--- config.mk ---
export PLATFORM = sky130hd
export DESIGN_NAME = vga_timing_gen
export DESIGN_NICKNAME = d
export VERILOG_FILES = /design/src/rtl/vga_timing_gen.sv
export SDC_FILE = /design/constraint.sdc
export NUM_CORES = 1
export LEC_CHECK = 0
export ABC_AREA = 1
export BUFFER_PORTS_ARGS = -buffer_cell sky130_fd_sc_hd__buf_2
export CAP_MARGIN = 5
export CORE_UTILIZATION = 25
export CTS_CLUSTER_DIAMETER = 100
export DETAILED_ROUTE_END_ITERATION = 8
export SLEW_MARGIN = 20
export SYNTH_ARGS = -nofsm -noshare
export SYNTH_HDL_FRONTEND = slang
export SYNTH_SLANG_ARGS = --single-unit
--- constraint.sdc ---
create_clock -name clk -period 2.07 [get_ports clk]
set_clock_uncertainty 0.2 [all_clocks]
set_input_delay 0.207 -clock clk [delete_from_list [all_inputs] [get_ports clk]]
set_output_delay 0.207 -clock clk [all_outputs]
set_load 0.005 [all_outputs]
--- src/rtl/vga_timing_gen.sv ---
// Raster timing generator: pixel-rate enable, x/y position counters and registered
// sync/blank/marker outputs. Define VGA_FRAME_CNT_EN to build the completed-frame counter.
module vga_timing_gen #(
    parameter int CLK_DIV   = 2,
    parameter int CW        = 11,
    parameter int H_DISPLAY = 640,
    parameter int H_FRONT   = 16,
    parameter int H_SYNC    = 96,
    parameter int H_BACK    = 48,
    parameter int V_DISPLAY = 480,
    parameter int V_FRONT   = 10,
    parameter int V_SYNC    = 2,
    parameter int V_BACK    = 33,
    parameter bit H_POL     = 1'b0,
    parameter bit V_POL     = 1'b0,
    parameter int FRAME_W   = 16
) (
    input  logic               clk,
    input  logic               rst_n,
    output logic               p_tick,
    output logic [CW-1:0]      x,
    output logic [CW-1:0]      y,
    output logic               hsync,
    output logic               vsync,
    output logic               video_on,
    output logic               line_start,
    output logic               frame_start,
    output logic [FRAME_W-1:0] frame_cnt
);

    localparam int H_TOTAL = H_DISPLAY + H_FRONT + H_SYNC + H_BACK;
    localparam int V_TOTAL = V_DISPLAY + V_FRONT + V_SYNC + V_BACK;
    localparam int DW      = (CLK_DIV > 1) ? $clog2(CLK_DIV) : 1;

    localparam logic [DW-1:0] DIV_LAST    = DW'(CLK_DIV - 1);
    localparam logic [CW-1:0] X_LAST      = CW'(H_TOTAL - 1);
    localparam logic [CW-1:0] Y_LAST      = CW'(V_TOTAL - 1);
    localparam logic [CW-1:0] X_DISP_LAST = CW'(H_DISPLAY - 1);
    localparam logic [CW-1:0] Y_DISP_LAST = CW'(V_DISPLAY - 1);
    localparam logic [CW-1:0] HS_FIRST    = CW'(H_DISPLAY + H_FRONT);
    localparam logic [CW-1:0] HS_LAST     = CW'(H_DISPLAY + H_FRONT + H_SYNC - 1);
    localparam logic [CW-1:0] VS_FIRST    = CW'(V_DISPLAY + V_FRONT);
    localparam logic [CW-1:0] VS_LAST     = CW'(V_DISPLAY + V_FRONT + V_SYNC - 1);

    logic [DW-1:0] div_q, div_d;
    logic          p_tick_q, p_tick_d;
    logic [CW-1:0] x_q, x_d;
    logic [CW-1:0] y_q, y_d;
    logic          hsync_q, hsync_d;
    logic          vsync_q, vsync_d;
    logic          video_on_q, video_on_d;
    logic          line_start_q, line_start_d;
    logic          frame_start_q, frame_start_d;

    // p_tick is raised one clk ahead so it marks the cycle whose closing edge advances x/y.
    // NOTE: every always_comb target gets a default assignment first, so no latch is inferred.
    always_comb begin : div_next
        div_d = div_q + 1'b1;
        if (div_q == DIV_LAST) begin
            div_d = '0;
        end
        p_tick_d = (div_d == DIV_LAST);
    end

    always_comb begin : pos_next
        x_d = x_q;
        y_d = y_q;
        if (p_tick_q) begin
            if (x_q == X_LAST) begin
                x_d = '0;
                y_d = (y_q == Y_LAST) ? '0 : y_q + 1'b1;
            end else begin
                x_d = x_q + 1'b1;
            end
        end
    end

    // Decoding the next position keeps every marker cycle-aligned with the registered x/y.
    always_comb begin : decode_next
        hsync_d       = ((x_d >= HS_FIRST) && (x_d <= HS_LAST)) ? H_POL : ~H_POL;
        vsync_d       = ((y_d >= VS_FIRST) && (y_d <= VS_LAST)) ? V_POL : ~V_POL;
        video_on_d    = (x_d <= X_DISP_LAST) && (y_d <= Y_DISP_LAST);
        line_start_d  = (x_d == '0);
        frame_start_d = (x_d == '0) && (y_d == '0);
    end

    // rst_n is expected to be released synchronously upstream; assertion is asynchronous.
    // NOTE: sequential state uses non-blocking assignments so all flops sample pre-edge values.
    always_ff @(posedge clk or negedge rst_n) begin : state_reg
        if (!rst_n) begin
            div_q         <= '0;
            p_tick_q      <= 1'b0;
            x_q           <= X_LAST;
            y_q           <= Y_LAST;
            hsync_q       <= ~H_POL;
            vsync_q       <= ~V_POL;
            video_on_q    <= 1'b0;
            line_start_q  <= 1'b0;
            frame_start_q <= 1'b0;
        end else begin
            div_q         <= div_d;
            p_tick_q      <= p_tick_d;
            x_q           <= x_d;
            y_q           <= y_d;
            hsync_q       <= hsync_d;
            vsync_q       <= vsync_d;
            video_on_q    <= video_on_d;
            line_start_q  <= line_start_d;
            frame_start_q <= frame_start_d;
        end
    end

`ifdef VGA_FRAME_CNT_EN
    logic               started_q, started_d;
    logic [FRAME_W-1:0] frame_cnt_q, frame_cnt_d;

    // The wrap out of the reset position is not a completed frame, hence the started flag.
    always_comb begin : frame_cnt_next
        started_d   = started_q | p_tick_q;
        frame_cnt_d = frame_cnt_q;
        if (p_tick_q && started_q && (x_q == X_LAST) && (y_q == Y_LAST)) begin
            frame_cnt_d = frame_cnt_q + 1'b1;
        end
    end

    always_ff @(posedge clk or negedge rst_n) begin : frame_cnt_reg
        if (!rst_n) begin
            started_q   <= 1'b0;
            frame_cnt_q <= '0;
        end else begin
            started_q   <= started_d;
            frame_cnt_q <= frame_cnt_d;
        end
    end

    assign frame_cnt = frame_cnt_q;
`else
    assign frame_cnt = '0;
`endif

    assign p_tick      = p_tick_q;
    assign x           = x_q;
    assign y           = y_q;
    assign hsync       = hsync_q;
    assign vsync       = vsync_q;
    assign video_on    = video_on_q;
    assign line_start  = line_start_q;
    assign frame_start = frame_start_q;

endmodule

Word level (Yosys, flattened, before mapping) --
Cells that the tools add are included.
Cells by class: add/subtract/negate cells 3, $lt $le $gt $ge 6, equal/unequal tests 2, multiplexer cells 8, reductions and logical operators 6
Operators by type and width (count):
- 2-to-1 mux 11 bit | 5
- adder 11 x 1 -> 11 bit, second input constant | 2
- equality test 11 x 10 -> 1 bit, second input constant | 2
- less-or-equal comparator 11 x 10 -> 1 bit, second input constant | 2
- less-or-equal comparator 11 x 9 -> 1 bit, second input constant | 2
- logical NOT 11 bit | 2
- greater-or-equal comparator 11 x 10 -> 1 bit, second input constant | 1
- greater-or-equal comparator 11 x 9 -> 1 bit, second input constant | 1
- logical AND 1 bit | 4
- 2-to-1 mux 1 bit | 3
- adder 1 bit, second input constant | 1
Word-level totals: flip-flop bits (word level) 28, bits of input ports 2, output and inout bits 44

Depth between registers and ports, before layout --
Gate-level depths: netlist (run 1).
depth in word-level cells 7, mapped depth 14, depth with buffers taken out 14

Worst setup path before layout (run 1) --
Ideal clock, no wire load.
path type reg2reg, start point register x_q[0], in the netlist x[0], end point register frame_start_q, in the netlist frame_start, data arrival time 1.681 ns, slack 0.117 ns, cell stages (with the launch flop) 11, path buffers 0, clock period less this slack 1.953 ns, path through dfstp_2 > ha_1 > nand2_2 > nor2_4 > nand4_2 > nor2_2 > xor2_1 > nand2_1 > clkinv_1 > nand4_1 > nor2_1
On the way: longest elaborated chain between the ends 5, elaborated cells on any way between the ends 9, classes of those cells 1 x add/sub; 1 x eq/ne; 4 x mux; 3 x reduce/logical
Ends and longest elaborated chain:
- start, declared | line 47 | logic [CW-1:0] x_q, x_d;
- start signal, assigned | line 93 | x_q <= X_LAST;
- start signal, assigned | line 103 | x_q <= x_d;
- adder 11 x 1 -> 11 bit / equality test 11 x 10 -> 1 bit (equally long branches) | line 73, 69
- 2-to-1 mux 11 bit | line 69 | if (x_q == X_LAST) begin
- 2-to-1 mux 11 bit | line 68 | if (p_tick_q) begin
- logical NOT 11 bit | line 84 | frame_start_d = (x_d == '0) && (y_d == '0);
- logical AND 1 bit (*) | line 84
- named net frame_start_d | line 53 | logic frame_start_q, frame_start_d;
- end signal, assigned | line 109 | frame_start_q <= frame_start_d;
- end, declared | line 53
Mark *: on every way through the listed nets, which the timed path passes. The rest lies on a longest branch.

Worst setup path after layout (run 1) --
start point register x_q[0], in the netlist x[0], end point register video_on_q, in the netlist video_on
On the way: longest elaborated chain between the ends 5, elaborated cells on any way between the ends 9, classes of those cells 1 x add/sub; 2 x order compare; 1 x eq/ne; 4 x mux; 1 x reduce/logical
Ends and longest elaborated chain:
- adder 11 x 1 -> 11 bit / equality test 11 x 10 -> 1 bit (equally long branches) | line 73, 69
- 2-to-1 mux 11 bit (*) | line 69
- 2-to-1 mux 11 bit (*) | line 68
- named net x_d[8] | line 47
- less-or-equal comparator 11 x 10 -> 1 bit (*) | line 82 | video_on_d = (x_d <= X_DISP_LAST) && (y_d <= Y_DISP_LAST);
- logical AND 1 bit (*) | line 82
- named net video_on_d | line 51 | logic video_on_q, video_on_d;
- end signal, assigned | line 107 | video_on_q <= video_on_d;
- end, declared | line 51
Marked as above.

==> insert_results.sql, run 1 <==
INSERT INTO impl_metrics (metric_group, metric, value, unit) VALUES
('run_status', 'outcome', 'complete, but fails checks', ''),
('run_status', 'failing_checks', 'negative setup slack', ''),
('grt', 'grt_first_pass_wirelength', '9.52', 'mm'),
('yosys', 'synth_simple_gate_area_share', '42.1', '%'),
('routing', 'detail-route-antenna-nets', '0', ''),
('yosys', 'synth-compound-area-share', '2.61', '%'),
('routing', 'detail_route.iter0.violations', '115', ''),
('die', 'initial_core_util', '26.2', '%'),
('layout', 'layout.core_utilization', '34.2', '%'),
('yosys', 'synth_xor_xnor_area_share', '0.851', '%'),
('layout', 'finalNetCount', '368', ''),
('yosys', 'synth_top_family_by_area', 'simple AND/OR/NAND/NOR gates', ''),
('sta', 'fin_hold_ws', '0.267', 'ns'),
('sta', 'post_route_clock_period_utilization', '102', '%'),
('layout', 'drive_gt1_share', '37.8', '%'),
('die', 'design.portCount', '46', ''),
('grt', 'antenna_violations_before_repair', '0', ''),
('routing', 'detail_route.drc_violations', '0', ''),
('setup_path', 'worstSetupStartpointType', 'flip-flop', ''),
('setup_path', 'critPathMostFrequentCell', 'nand2_4', ''),
('routing', 'drt_pass1_iterations', '4', ''),
('die', 'row_count', '32', ''),
('job', 'maxCapViolations', '0', ''),
('clock_network', 'clock_tree.buffer_depth', '2', ''),
('layout', 'area_growth', '30.4', '%'),
('layout', 'filler_cell_count', '869', ''),
('placed_design', 'finalWeightedCongestion', '0.922', ''),
('setup_path', 'timing.rr.start', 'x[0]$_DFF_PN1_', ''),
('sta', 'report.final.slew_viol_count', '0', ''),
('worst_hold_path', 'hp-class', 'in -> async', ''),
('setup_path', 'slowest_stage', 'dfstp_2', ''),
('setup_path', 'setup.worst_path.end_class', 'flip-flop', ''),
('setup_path', 'cp_top_family', 'simple AND/OR/NAND/NOR gates', ''),
('setup_path', 'cp_slowest_stage_delay', '0.57', 'ns'),
('setup_path', 'setup.worst_path.class', 'reg -> reg', ''),
('sta', 'period_needed', '2.12', 'ns'),
('yosys', 'fraction_of_the_mapped_netlist_area_in_adder_cells', '1.82', '%'),
('setup_path', 'critPathRequiredTime', '2.09', 'ns'),
('yosys', 'netlist_area_before_placement', '2060', 'sq um'),
('power', 'leakagePower', '1.48', 'nW'),
('sta', 'final-hold-violation-count', '0', ''),
('yosys', 'post_synth_inst_count', '301', ''),
('die', 'floorplan.die.height', '92.8', 'microns'),
('placed_design', 'port_buffers', '29', ''),
('setup_path', 'reg2reg_to', 'video_on$_DFF_PN0_', ''),
('power', 'report.power.total', '924', 'uW'),
('yosys', 'synth-warning-count', '0', ''),
('setup_path', 'setup.reg_to_reg.worst_slack', '-0.05', 'ns'),
('routing', 'vias_per_cell', '4.47', ''),
('clock_network', 'cts-buffers-inserted', '3', ''),
('sta', 'tightestPinTransition', '0.634', 'ns'),
('grt', 'grt_pass1_vias', '2048', ''),
('placed_design', 'place_hpwl', '4.26', 'mm'),
('die', 'dieWidth', '92.8', 'microns'),
('sta', 'setup_slack', '-0.0475', 'ns'),
('clock_network', 'clock_latency', '0.29', 'ns'),
('routing', 'drt-total-wl', '5.66', 'mm'),
('setup_path', 'critPathArrivalTime', '2.14', 'ns'),
('layout', 'most_frequent_cells_in_the_layout', '70 x nand2_1, 45 x inv_1, 30 x buf_4', ''),
('sta', 'max_frequency', '472', 'MHz'),
('grt', 'grt_start_max_net_pins', '29', ''),
('placed_design', 'pre_cts_setup_slack', '-0.114', 'ns'),
('routing', 'num_vias', '2073', ''),
('power', 'worst_ir_drop_vdd', '0.191', 'mV'),
('yosys', 'synth_seq_cells', '28', ''),
('sta', 'setup_viol', '4', ''),
('routing', 'post_drt_wl_per_cell', '12.2', 'microns'),
('placed_design', 'dpl_cell_area', '2410', 'sq um'),
('power', 'pwr_density_cell', '344', 'nW/um^2'),
('grt', 'grt_usage', '13.9', '%'),
('yosys', 'synth_seq_area_share', '34.8', '%');
worst max-delay path by stage:
stage	end	depth (start not counted)	startpoint	slack [ns]
after global placement	video_on$_DFF_PN0_	9	x[0]$_DFF_PN1_	-0.11
final	video_on$_DFF_PN0_	12	x[0]$_DFF_PN1_	-0.05
after global routing	video_on$_DFF_PN0_	12	x[0]$_DFF_PN1_	-0.16
after floorplan	frame_start$_DFF_PN0_	10	x[0]$_DFF_PN1_	0.12
after CTS	video_on$_DFF_PN0_	10	x[1]$_DFF_PN1_	-0.0007
after detailed placement	frame_start$_DFF_PN0_	9	x[0]$_DFF_PN1_	-0.11
final cells by class:
cell class / count / area (sq um) / share of cell area, %
tap: 102 / 128 / 4.75
timing repair buffer: 61 / 392 / 14.6
clock buffer: 4 / 55.1 / 2.05
sequential: 28 / 716 / 26.6
multi-input combinational: 214 / 1180 / 44.1
inverter: 55 / 211 / 7.87
cells by family (layout without fill, tap and decap cells):
logic type	Yosys count	in the layout
compound gates	9	9
simple gates	184	184
flops	28	28
xor+xnor	2	2
fa+ha+maj	3	3
other cells	1	16
buf+inv	74	120
stage by stage:
step           std cells  setup TNS [ns]
2_1_floorplan        316               0
3_3_place_gp         451          -0.232
3_5_place_dp         451          -0.377
4_1_cts              459       -0.000693
5_1_grt              464          -0.706
6_report             464          -0.102
Yosys cell counts:
master | count | area share (%)
nand2_1 | 82 | 15
inv_1 | 48 | 8.7
nor2_1 | 38 | 6.9
nand3_1 | 22 | 5.3
buf_4 | 17 | 6.2
dfrtp_1 | 16 | 19
nand4_1 | 13 | 3.9
dfstp_2 | 12 | 15
nand2_2 | 6 | 1.8
nand3_2 | 6 | 2.9
nor2_2 | 6 | 1.8
nor3_1 | 6 | 1.5
inv_2 | 4 | 0.73
o21ai_0 | 4 | 0.97
ha_1 | 3 | 1.8
clkinv_1 | 2 | 0.36
nor2_4 | 2 | 1.1
o21ai_1 | 2 | 0.49
xor2_1 | 2 | 0.85
a21boi_0 | 1 | 0.36
a21oi_2 | 1 | 0.43
buf_6 | 1 | 0.55
clkbuf_8 | 1 | 0.67
clkinv_4 | 1 | 0.43
conb_1 | 1 | 0.18
nand3_4 | 1 | 0.85
nand3b_1 | 1 | 0.36
nand4_2 | 1 | 0.61
o21bai_1 | 1 | 0.36
sequential cells by signal, summed over array words and instances (netlist names):
| signal | cells |
|---|---|
| video_on | 1 |
| y | 11 |
| line_start | 1 |
| x | 11 |
| vsync | 1 |
| hsync | 1 |
| frame_start | 1 |
| p_tick | 1 |
power breakdown:
| group | leakage, nW | switching, mW | total (mW) | internal [mW] |
|---|---|---|---|---|
| clock | 0.0288 | 0.186 | 0.357 | 0.171 |
| combinational | 1.11 | 0.0172 | 0.0191 | 0.00189 |
| sequential | 0.339 | 0 | 0.548 | 0.548 |
what timing repair did:
item                                    CTS  global route
resized for setup                        20            24
endpoints found under the setup margin    6             7
setup buffers                             3             5
hold buffers                              1             0
pin swaps                                21            20
endpoints found under the hold margin    16             0
routing by layer:
| layer | vias up | part of all wire [%] | global-route usage, % |
|---|---|---|---|
| li1 | 1015 | - | - |
| met1 | 985 | 46 | 17.7 |
| met2 | 56 | 47 | 23.1 |
| met3 | 17 | 3.9 | 1.89 |
| met4 | 0 | 2.9 | 6.41 |
| met5 | - | 0 | 0 |
(Power assumes the default switching activity.)
==> run 2: changes to the inputs <==
- clock period: 2.07 -> 1.9 ns (I/O delays scaled with it)
==> insert_results.sql, run 2 (synthesis gave the netlist of run 1 again) <==
INSERT INTO impl_metrics (metric_group, metric, value, unit) VALUES
('sta', 'relSlewSlack', '56.7', '%'),
('layout', 'layout.cells.most_common', 'nand2_1', ''),
('run_status', 'failing_checks', 'negative setup slack', ''),
('run_status', 'outcome', 'complete, but fails checks', ''),
('layout', 'finalNetCount', '398', ''),
('die', 'core_area', '7850', 'sq um'),
('placed_design', 'port_buffers', '29', ''),
('sta', 'rsz0062_at_grt', 'yes', ''),
('setup_path', 'critPathRequiredTime', '1.88', 'ns'),
('routing', 'detail_route.drc_violations', '0', ''),
('clock_network', 'clock_latency', '0.28', 'ns'),
('routing', 'num_vias', '2112', ''),
('clock_network', 'clock_sinks', '28', ''),
('layout', 'drive_gt1_share', '43.1', '%'),
('clock_network', 'cts_tree', 'yes', ''),
('clock_network', 'cts-buffers-inserted', '3', ''),
('layout', 'n_antenna_cell', '0', ''),
('setup_path', 'worstSetupStartpointType', 'flip-flop', ''),
('setup_path', 'timing.rr.start', 'x[0]$_DFF_PN1_', ''),
('power', 'worst_ir_drop_vdd', '0.191', 'mV'),
('grt', 'grt_usage', '14.0', '%'),
('die', 'floorplan.die.height', '92.8', 'microns'),
('die', 'row_count', '32', ''),
('grt', 'antenna_violations_before_repair', '0', ''),
('placed_design', 'pre_cts_setup_slack', '-0.256', 'ns'),
('routing', 'drt-total-wl', '5.78', 'mm'),
('clock_network', 'htree_num_levels', '1', ''),
('setup_path', 'setup.reg_to_reg.worst_slack', '-0.18', 'ns'),
('die', 'dieWidth', '92.8', 'microns'),
('setup_path', 'setup.worst_path.class', 'reg -> reg', ''),
('sta', 'setup_slack', '-0.176', 'ns'),
('clock_network', 'path_clk_slew', '0.10', 'ns'),
('die', 'design.portCount', '46', ''),
('setup_path', 'cp-endpoint', 'video_on$_DFF_PN0_', ''),
('worst_hold_path', 'hp-class', 'in -> async', ''),
('sta', 'tightestPinTransition', '0.650', 'ns'),
('setup_path', 'critical_path_peak_fanout', '3', ''),
('sta', 'post_route_clock_period_utilization', '109', '%'),
('routing', 'detail-route-antenna-nets', '0', ''),
('grt', 'grt_first_pass_wirelength', '9.69', 'mm'),
('routing', 'detail_route.iter0.violations', '70', ''),
('setup_path', 'crit_path_start', 'x[0]$_DFF_PN1_', ''),
('setup_path', 'rr_worst_depth', '12', ''),
('routing', 'drt_pass1_iterations', '4', ''),
('placed_design', 'dp.cells', '480', ''),
('layout', 'filler_cell_count', '828', ''),
('routing', 'vias_per_cell', '4.28', ''),
('power', 'pwr_density_cell', '340', 'nW/um^2'),
('job', 'maxCapViolations', '0', ''),
('grt', 'grt_start_max_net_pins', '29', ''),
('grt', 'grt_pass1_vias', '2090', ''),
('sta', 'report.final.slew_viol_count', '0', ''),
('sta', 'fin_hold_ws', '0.262', 'ns'),
('grt', 'grt.overflow.total', '0', ''),
('layout', 'area_growth', '42.3', '%'),
('sta', 'setup_viol', '8', ''),
('die', 'die-area', '8600', 'sq um'),
('clock_network', 'clock_tree.buffer_depth', '2', ''),
('sta', 'final-hold-violation-count', '0', ''),
('sta', 'max_frequency', '482', 'MHz'),
('setup_path', 'reg2reg_to', 'video_on$_DFF_PN0_', ''),
('placed_design', 'place_hpwl', '4.47', 'mm'),
('setup_path', 'setup.worst_path.end_class', 'flip-flop', ''),
('power', 'report.power.total', '997', 'uW'),
('layout', 'layoutNonFillerInstCount', '494', ''),
('layout', 'most_frequent_cells_in_the_layout', '72 x nand2_1, 58 x buf_4, 42 x inv_1', ''),
('setup_path', 'critPathArrivalTime', '2.05', 'ns'),
('placed_design', 'finalWeightedCongestion', '0.902', ''),
('power', 'leakagePower', '1.67', 'nW'),
('die', 'initial_core_util', '26.2', '%'),
('sta', 'period_needed', '2.08', 'ns'),
('routing', 'post_drt_wl_per_cell', '11.7', 'microns'),
('clock_network', 'root_buffer', 'clkbuf_8', '');
## run 2: cell count changes in the layout (fill, tap and decap cells not counted), moves of 2 or more
cell     change
nand3_4      +2
buf_4       +28
nand2_1      +2
inv_2        +3
nand2_2      -4
nor3_2       -2
nand2_4      +2
nand3_2      -2
buf_6        +2
inv_1        -3
## run 2: final cells by class
cell class | count | area, sq um | share of cell area (%)
multi-input combinational | 214 | 1200 | 40.8
inverter | 55 | 211 | 7.21
clock buffer | 4 | 55.1 | 1.88
sequential | 28 | 717 | 24.5
timing repair buffer | 91 | 624 | 21.3
tap | 102 | 128 | 4.35
## run 2: how the worst min path moves through the flow
stage	from	endpoint	slack (ns)
global route	rst_n	y[0]$_DFF_PN0_	0.34
global placement	rst_n	x[7]$_DFF_PN0_	0.05
floorplan	rst_n	frame_start$_DFF_PN0_	-0.31
CTS	rst_n	y[1]$_DFF_PN0_	0.29
detailed placement	rst_n	x[7]$_DFF_PN0_	0.06
finish	rst_n	x[6]$_DFF_PN0_	0.26
## run 2: report_power, final
part           internal, mW  switching [mW]
clock                 0.186           0.193
sequential            0.597               0
combinational       0.00206          0.0191
total                 0.785           0.212
## run 2: layer usage
| layer | track usage, % | wire (microns) |
|---|---|---|
| met5 | 0 | 0 |
| met4 | 3.46 | 53 |
| met3 | 1.64 | 160 |
| met1 | 18.3 | 2630 |
| met2 | 24.4 | 2930 |
## run 2: through the flow
step	utilization (%)	instance area, sq um	setup TNS (ns)
floorplan	-	2130	0
CTS	35.8	2810	-0.808
detailed placement	33.7	2640	-0.999
global placement	33.7	2640	-0.793
global route	37.4	2930	-1.80
finish	37.4	2930	-0.825
## run 2: what timing repair did
action / 4_1_cts / 5_1_grt
hold endpoints to repair: 16 / 0
pin swaps: 20 / 27
endpoints found under the setup margin: 7 / 15
buffers inserted: 6 / 4
hold buffers: 1 / 0
gates resized for setup: 16 / 32
## run 2: critical path: stages, from the launching register on
cell and delay, ns:
dfstp_2 0.57, ha_4 0.16, nand2_1 0.07, nor2_2 0.14, nand4_1 0.21, nand2_1 0.13
nand2_1 0.05, nand2_1 0.06, nand2_2 0.07, nor2_2 0.12, nand3_1 0.08, nand2_1 0.07
nor2_2 0.03
